--- src/rtl/mdu_ctrl.sv ---
// Multiply/divide unit sequencer for the EX stage: single-cycle magnitude
// multiply and a 32-step restoring divider, with flush and HI/LO writeback.
module mdu_ctrl (
    input  logic        clk,
    input  logic        rstn,
    input  logic        start,
    input  logic [1:0]  op,
    input  logic [31:0] src1,
    input  logic [31:0] src2,
    input  logic        annul,
    output logic        stall_out,
    output logic        busy,
    output logic        done,
    output logic        hilo_we,
    output logic [31:0] hi_out,
    output logic [31:0] lo_out
);

    typedef enum logic [1:0] {IDLE, MUL, DIV_RUN, DONE} state_t;

    state_t      state;
    logic [4:0]  cnt;
    logic [31:0] opa;
    logic [31:0] opb;
    logic [31:0] rem;
    logic        sgn;
    logic        sa;
    logic        sb;

    logic        in_sgn;
    logic [31:0] abs1;
    logic [31:0] abs2;
    logic        neg_q;
    logic        neg_r;
    logic [63:0] prod;
    logic [63:0] prod_fix;
    logic [32:0] shl;
    logic [32:0] diff;
    logic        fit;
    logic [31:0] rem_nx;
    logic [31:0] quo_nx;
    logic [31:0] quo_fix;
    logic [31:0] rem_fix;

    // op[0]=0 selects the signed flavours (MULT, DIV)
    assign in_sgn = ~op[0];
    assign abs1   = (in_sgn && src1[31]) ? -src1 : src1;
    assign abs2   = (in_sgn && src2[31]) ? -src2 : src2;

    assign neg_q    = sgn & (sa ^ sb);
    assign neg_r    = sgn & sa;
    assign prod     = {32'd0, opa} * {32'd0, opb};
    assign prod_fix = neg_q ? -prod : prod;

    // Dividend shifts out of opa MSB-first while quotient bits shift in
    assign shl     = {rem, opa[31]};
    assign diff    = shl - {1'b0, opb};
    assign fit     = ~diff[32];
    assign rem_nx  = fit ? diff[31:0] : shl[31:0];
    assign quo_nx  = {opa[30:0], fit};
    assign quo_fix = neg_q ? -quo_nx : quo_nx;
    assign rem_fix = neg_r ? -rem_nx : rem_nx;

    assign busy      = (state != IDLE);
    assign stall_out = ((state == IDLE) && start && !annul)
                     || (state == MUL) || (state == DIV_RUN);

    always_ff @(posedge clk or negedge rstn) begin
        if (!rstn) begin
            state   <= IDLE;
            cnt     <= 5'd0;
            opa     <= 32'd0;
            opb     <= 32'd0;
            rem     <= 32'd0;
            sgn     <= 1'b0;
            sa      <= 1'b0;
            sb      <= 1'b0;
            done    <= 1'b0;
            hilo_we <= 1'b0;
            hi_out  <= 32'd0;
            lo_out  <= 32'd0;
        end else begin
            done    <= 1'b0;
            hilo_we <= 1'b0;
            unique case (state)
                IDLE: begin
                    if (start && !annul) begin
                        sgn <= in_sgn;
                        sa  <= in_sgn & src1[31];
                        sb  <= in_sgn & src2[31];
                        opa <= abs1;
                        opb <= abs2;
                        rem <= 32'd0;
                        cnt <= 5'd0;
                        if (!op[1]) begin
                            state <= MUL;
                        end else if (src2 == 32'd0) begin
                            state   <= DONE;
                            hi_out  <= 32'd0;
                            lo_out  <= 32'd0;
                            done    <= 1'b1;
                            hilo_we <= 1'b1;
                        end else begin
                            state <= DIV_RUN;
                        end
                    end
                end
                MUL: begin
                    if (annul) begin
                        state <= IDLE;
                    end else begin
                        hi_out  <= prod_fix[63:32];
                        lo_out  <= prod_fix[31:0];
                        done    <= 1'b1;
                        hilo_we <= 1'b1;
                        state   <= DONE;
                    end
                end
                DIV_RUN: begin
                    if (annul) begin
                        state <= IDLE;
                    end else begin
                        opa <= quo_nx;
                        rem <= rem_nx;
                        cnt <= cnt + 5'd1;
                        if (cnt == 5'd31) begin
                            hi_out  <= rem_fix;
                            lo_out  <= quo_fix;
                            done    <= 1'b1;
                            hilo_we <= 1'b1;
                            state   <= DONE;
                        end
                    end
                end
                DONE: begin
                    state <= IDLE;
                end
                default: begin
                    state <= IDLE;
                end
            endcase
        end
    end

endmodule

--- config.mk ---
export PLATFORM = sky130hd
export DESIGN_NAME = mdu_ctrl
export DESIGN_NICKNAME = d
export VERILOG_FILES = /design/src/rtl/mdu_ctrl.sv
export SDC_FILE = /design/constraint.sdc
export NUM_CORES = 2
export LEC_CHECK = 0
export ABC_AREA = 1
export CORE_MARGIN = 3
export CORE_UTILIZATION = 53
export DETAILED_ROUTE_END_ITERATION = 16
export GPL_ROUTABILITY_DRIVEN = 0
export PLACE_DENSITY = 0.69
export RECOVER_POWER = 25
export SYNTH_ARGS = -nofsm -noshare
export SYNTH_HDL_FRONTEND = slang
export SYNTH_SLANG_ARGS = --single-unit
--- constraint.sdc ---
create_clock -name clk -period 13.72 [get_ports clk]
set_input_delay 4.116 -clock clk [delete_from_list [all_inputs] [get_ports clk]]
set_output_delay 4.116 -clock clk [all_outputs]
set_load 0.1 [all_outputs]
### Yosys cells after proc, flatten, opt, wreduce, memory -nomap -nowiden

Index checks and enable logic that the tools add are counted.

| operators by class | value |
|---|---|
| reductions and logical operators | 17 |
| bitwise gates (word level) | 7 |
| eq/ne operators | 11 |
| $add $sub $neg | 7 |
| muxes and demuxes | 40 |
| $mul | 1 |

Operators by type and width:

| kind | count |
|---|---|
| 2-to-1 mux 32 bit | 18 |
| case mux 32 bit (3 select lines) | 2 |
| negator 32 bit | 4 |
| case mux 32 bit (2 select lines) | 2 |
| multiplier 32 x 32 -> 64 bit | 1 |
| 2-to-1 mux 64 bit | 1 |
| negator 64 bit | 1 |
| subtractor 33 x 32 -> 33 bit | 1 |
| logical NOT 32 bit | 1 |
| 2-to-1 mux 2 bit | 5 |
| 2-to-1 mux 5 bit | 2 |
| case mux 5 bit (2 select lines) | 1 |
| case mux 2 bit (4 select lines) | 1 |
| 2-to-1 mux 1 bit | 7 |
| AND reduction 7 bit | 1 |
| inequality test 2 x 1 -> 1 bit, second input constant | 3 |
| inequality test 2 bit, second input constant | 3 |
| adder 5 x 1 -> 5 bit, second input constant | 1 |
| == test 5 bit, second input constant | 1 |
| logical AND 1 bit | 5 |
| AND 1 bit | 4 |
| == test 2 bit, second input constant | 2 |
| AND reduction 2 bit | 2 |
| nonzero test 2 bit | 2 |
| 10 further kinds | 12 |

| word-level totals | value |
|---|---|
| register bits | 171 |
| word-level logic and storage cells | 94 |
| bits of input ports | 70 |

### Depth between registers and ports, before layout

| logic depth | value |
|---|---|
| word-level depth | 7 |
| depth in mapped cells | 44 |

### Worst setup path before layout

Ideal clock, no wire load.

| timing path | value |
|---|---|
| path type | input to output |
| start point | input start |
| end point | output stall_out |
| setup slack | 3.851 ns |
| data arrival time | 5.753 ns |
| stages | 8 |
| required time | 9.604 ns |
| path through | inv_1 nor2_1 inv_1 nor2_1 inv_1 clkbuf_1 clkbuf_1 nand3_1 |

| between the ends | value |
|---|---|
| cells in the longest elaborated chain, start to end | 4 |

RTL lines:

| what | line | text |
|---|---|---|
| start, declared | 6 | `input logic start,` |
| logical AND 1 bit (2 in a row) | 65 | `assign stall_out = ((state == IDLE) && start && !annul)` |
| logical OR 1 bit (2 in a row) | 66 | `\|\| (state == MUL) \|\| (state == DIV_RUN);` |
| end, declared | 11 | `output logic stall_out,` |

No other way between the ends.

### Worst setup path after layout

| timing path | value |
|---|---|
| start point | input annul |
| end point | output stall_out |

| between the ends | value |
|---|---|
| cells in the longest elaborated chain, start to end | 4 |

RTL lines:

| what | line | text |
|---|---|---|
| start, declared | 10 | `input logic annul,` |
| logical NOT 1 bit | 65 |  |
| logical AND 1 bit | 65 |  |
| logical OR 1 bit (2 in a row) | 66 |  |

No other way between the ends.

==> implementation parameters <==
Parameter                              Value

Placement
  Port buffer count ... 137
  Sum of net half-perimeters after detailed placement ... between 100000 and 150000 µm
  Number of instances in the placed design ... 8719

Synthesis
  Dominant synthesized flop cell ... sky130_fd_sc_hd__dfrtp_1
  Area share of the largest cell type after synthesis ... 34.62%
  Number of library cell types mapped by synthesis ... 60
  Seq/Total Area, Yosys ... under 10%
  Warnings from Yosys ... 0
  Post-Syn Instances ... 7563
  Dominant cells by area after synthesis ... sky130_fd_sc_hd__fa_1, sky130_fd_sc_hd__nand2_1, sky130_fd_sc_hd__inv_1
  Area leader, netlist ... sky130_fd_sc_hd__fa_1
  Combined area of all synthesized cells ... 0.05187 mm²
  Register bit total from synthesis ... 171
  Number of enable-type register cells in the synthesized netlist ... 0
  Proportion of synthesized flip-flops having asynchronous set or reset ... 100.0%
  Synthesized area per cell ... 6.858 µm²
  Syn Nets ... 8837

Min path
  Min-Delay Path Class ... flip-flop to flip-flop

Drt
  Average routed wire per standard cell ... 18.43 µm
  Routed Antenna Nets ... 0
  DRC violation count after routing ... 0
  Number of iterations in the first detailed-routing pass ... 9
  Vias/cell ... about 5.4
  Routed Wire Length ... 161300 µm
  Via count ... approximately 47k
  Count of routing violations after the opening detailed-route iteration ... 4826

Clocking
  Buffer type at the clock tree root ... sky130_fd_sc_hd__clkbuf_16
  Clock Latency Late Sink ... 0.50 ns
  Number of buffers added to fix hold violations after cts ... 0
  CTS tree ... yes
  Htree depth ... 4
  Total number of clock tree sinks ... 171
  CTS clock-pin slew for the worst setup and hold paths ... approximately 0.08 ns
  Clock Tree Buf Depth ... 2
  Number of clock buffers inserted by TritonCTS ... 17
  Post CTS Setup Buffer Count ... 0
  Number of cells upsized or downsized after cts ... 0

Die
  Vertical die dimension ... 318.8 µm
  Effective utilization at floorplan ... between 50% and 60%
  Core area ... between 0.09 and 0.1 mm²
  Horizontal extent of the die ... 318.8 µm
  Area enclosed by the die boundary ... 0.1016 mm²
  I/O pin cnt ... about 140
  Std-Cell Rows ... 114

Final layout
  Most common cell after layout, fill and taps aside ... sky130_fd_sc_hd__nand2_1
  Top library cells by usage in the layout, fill and taps aside ... sky130_fd_sc_hd__nand2_1, sky130_fd_sc_hd__inv_1, sky130_fd_sc_hd__fa_1
  Area delta synth->final ... 5.491%
  Final antenna diode count ... 0
  Layout Cells excl Fill ... 8751
  Post-Route Utilization ... 56.49%
  Net total in the final layout ... 8736
  Fraction of layout cells with a size suffix above 1 ... 2.970%

Worst setup path
  Largest incremental delay on the critical path ... between 1 and 1.5 ns
  CP required ... ~9.6 ns
  Top Family by Delay on Critical Path ... buffers and inverters
  Critical-path top delay cell ... sky130_fd_sc_hd__clkdlybuf4s50_1
  Arrival time at the worst endpoint ... between 7 and 8 ns
  Critical path startpoint category ... primary input
  CP max FO ... 69
  Kind of end point of the critical path ... output pin
  Cells traversed along the worst timing path ... clkdlybuf4s50_1 -> nor2_1 -> inv_1 -> nor2_1 -> inv_2 -> nand3_1 -> clkdlybuf4s50_1
  Category of the critical setup timing path ... primary input to output pin
  Number of buffers and inverters on the critical path ... 4

Global routing
  Remaining Overflow, GRT ... 0
  Global-route total usage across every layer ... 32.23%
  Global-route wire length before repair ... 258200 µm
  Antenna violations before repair ... 2
  Largest net degree at the start of global routing ... 89
  Vias in the first global route ... approximately 47k

STA
  Sum of negative setup slack ... 0 ns
  Final number of setup-violating endpoints ... 0
  Clock period minus worst slack ... about 12 ns
  Max-slew violation total from the final report ... 121
  Maximum achievable frequency ... 84.91 MHz
  Transition at the pin with the smallest max-transition slack ... 4.542 ns
  Unrepaired setup endpoints after global routing ... false
  Normalized max-slew margin ... -202.8%
  Final hold violations ... 0
  Worst hold margin ... 0.4831 ns
  Ratio of final minimum period to clock period ... 85.84%
  Largest clock skew in the final design ... 0.02933 ns

Job
  Max-cap violation count ... 2

Run status
  Result of the run ... finished, violations left
  Failing checks ... capacitance limit, slew limit
==> worst reg2reg max path, delay by kind of cell, from the launching register on <==
family | cells | cell delay, ns
buffers and inverters | 8 | 1.07
AND/OR/NAND/NOR | 18 | 2.14
adder cells (fa/ha/maj) | 9 | 4.21
AO/OA/AOI/OAI | 2 | 1.00
flip-flops | 1 | 0.80
==> state kept, by name, summed over array words and instances, names as in the netlist, 2 cells and up <==
name / flops
state: 2
rem: 32
hi_out: 32
cnt: 5
lo_out: 32
opa: 32
opb: 32
==> routing by layer <==
layer  up-vias  track usage (%)  part of all wire [%]
met1     22750            43.96                    40
met5         -                0                     0
met3       413            5.343                    10
met2      2252            51.90                    45
li1      21700                -                     -
met4         0            12.05                   4.5
==> cell type report <==
| class | instances | area (µm²) |
|---|---|---|
| Timing Repair Buffer | 222 | 1999 |
| Clock inverter | 15 | 151.4 |
| Sequential cell | 171 | 4279 |
| Multi-Input combinational cell | 5056 | 38780 |
| Tap cell | 1276 | 1597 |
| Fill cell | 9277 | 42140 |
| Clock buffer | 17 | 425.4 |
| Inverter | 1994 | 7485 |
==> path summary, 6_finish.rpt <==
path                            slack, ns  cells past startpoint       start         end
worst min register to register       0.48                      2  hi_out[14]  hi_out[14]
worst min-delay path                 0.48                      2  hi_out[14]  hi_out[14]
worst max-delay path                 1.94                      7       annul   stall_out
min in group asynchronous            5.24                      1        rstn      cnt[1]
worst max register to register       4.42                     37     opa[13]  hi_out[15]
max in group asynchronous            4.49                      2        rstn     opa[20]
==> cell families (layout without fill, tap and decap cells) <==
kind of cell	Yosys count	after routing	synth area share [%]
AOI/OAI and AO/OA	522	522	5.754
xor gates and xnor gates	85	85	1.435
adders and majority gates	1204	1204	42.03
buffers and inverters	2336	2248	17.09
DFF	171	171	8.250
muxes	1	1	0.01930
and+or+nand+nor	3244	3244	25.42
==> cells in the mapped netlist, types with 48 or more instances <==
cell                       instances
sky130_fd_sc_hd__o21ai_0         211
sky130_fd_sc_hd__ha_1            307
sky130_fd_sc_hd__nand3_1         265
sky130_fd_sc_hd__nand2_1        2393
sky130_fd_sc_hd__nor2_1          360
sky130_fd_sc_hd__fa_1            897
sky130_fd_sc_hd__a21oi_1         168
sky130_fd_sc_hd__clkbuf_1        283
sky130_fd_sc_hd__nor3_1           62
sky130_fd_sc_hd__inv_1          1987
sky130_fd_sc_hd__dfrtp_1         171
sky130_fd_sc_hd__nand4_1          48
==> stage by stage <==
step | cell area [µm²] | worst slack (ns)
global placement | 54150 | 2.200
floorplan | 51870 | 3.851
global route | 54710 | 1.879
finish | 54710 | 1.943
CTS | 54730 | 2.100
detailed placement | 54150 | 2.126
Power is not shown: default switching activity piles up to over one toggle a cycle in this logic, so the estimate is an artifact.
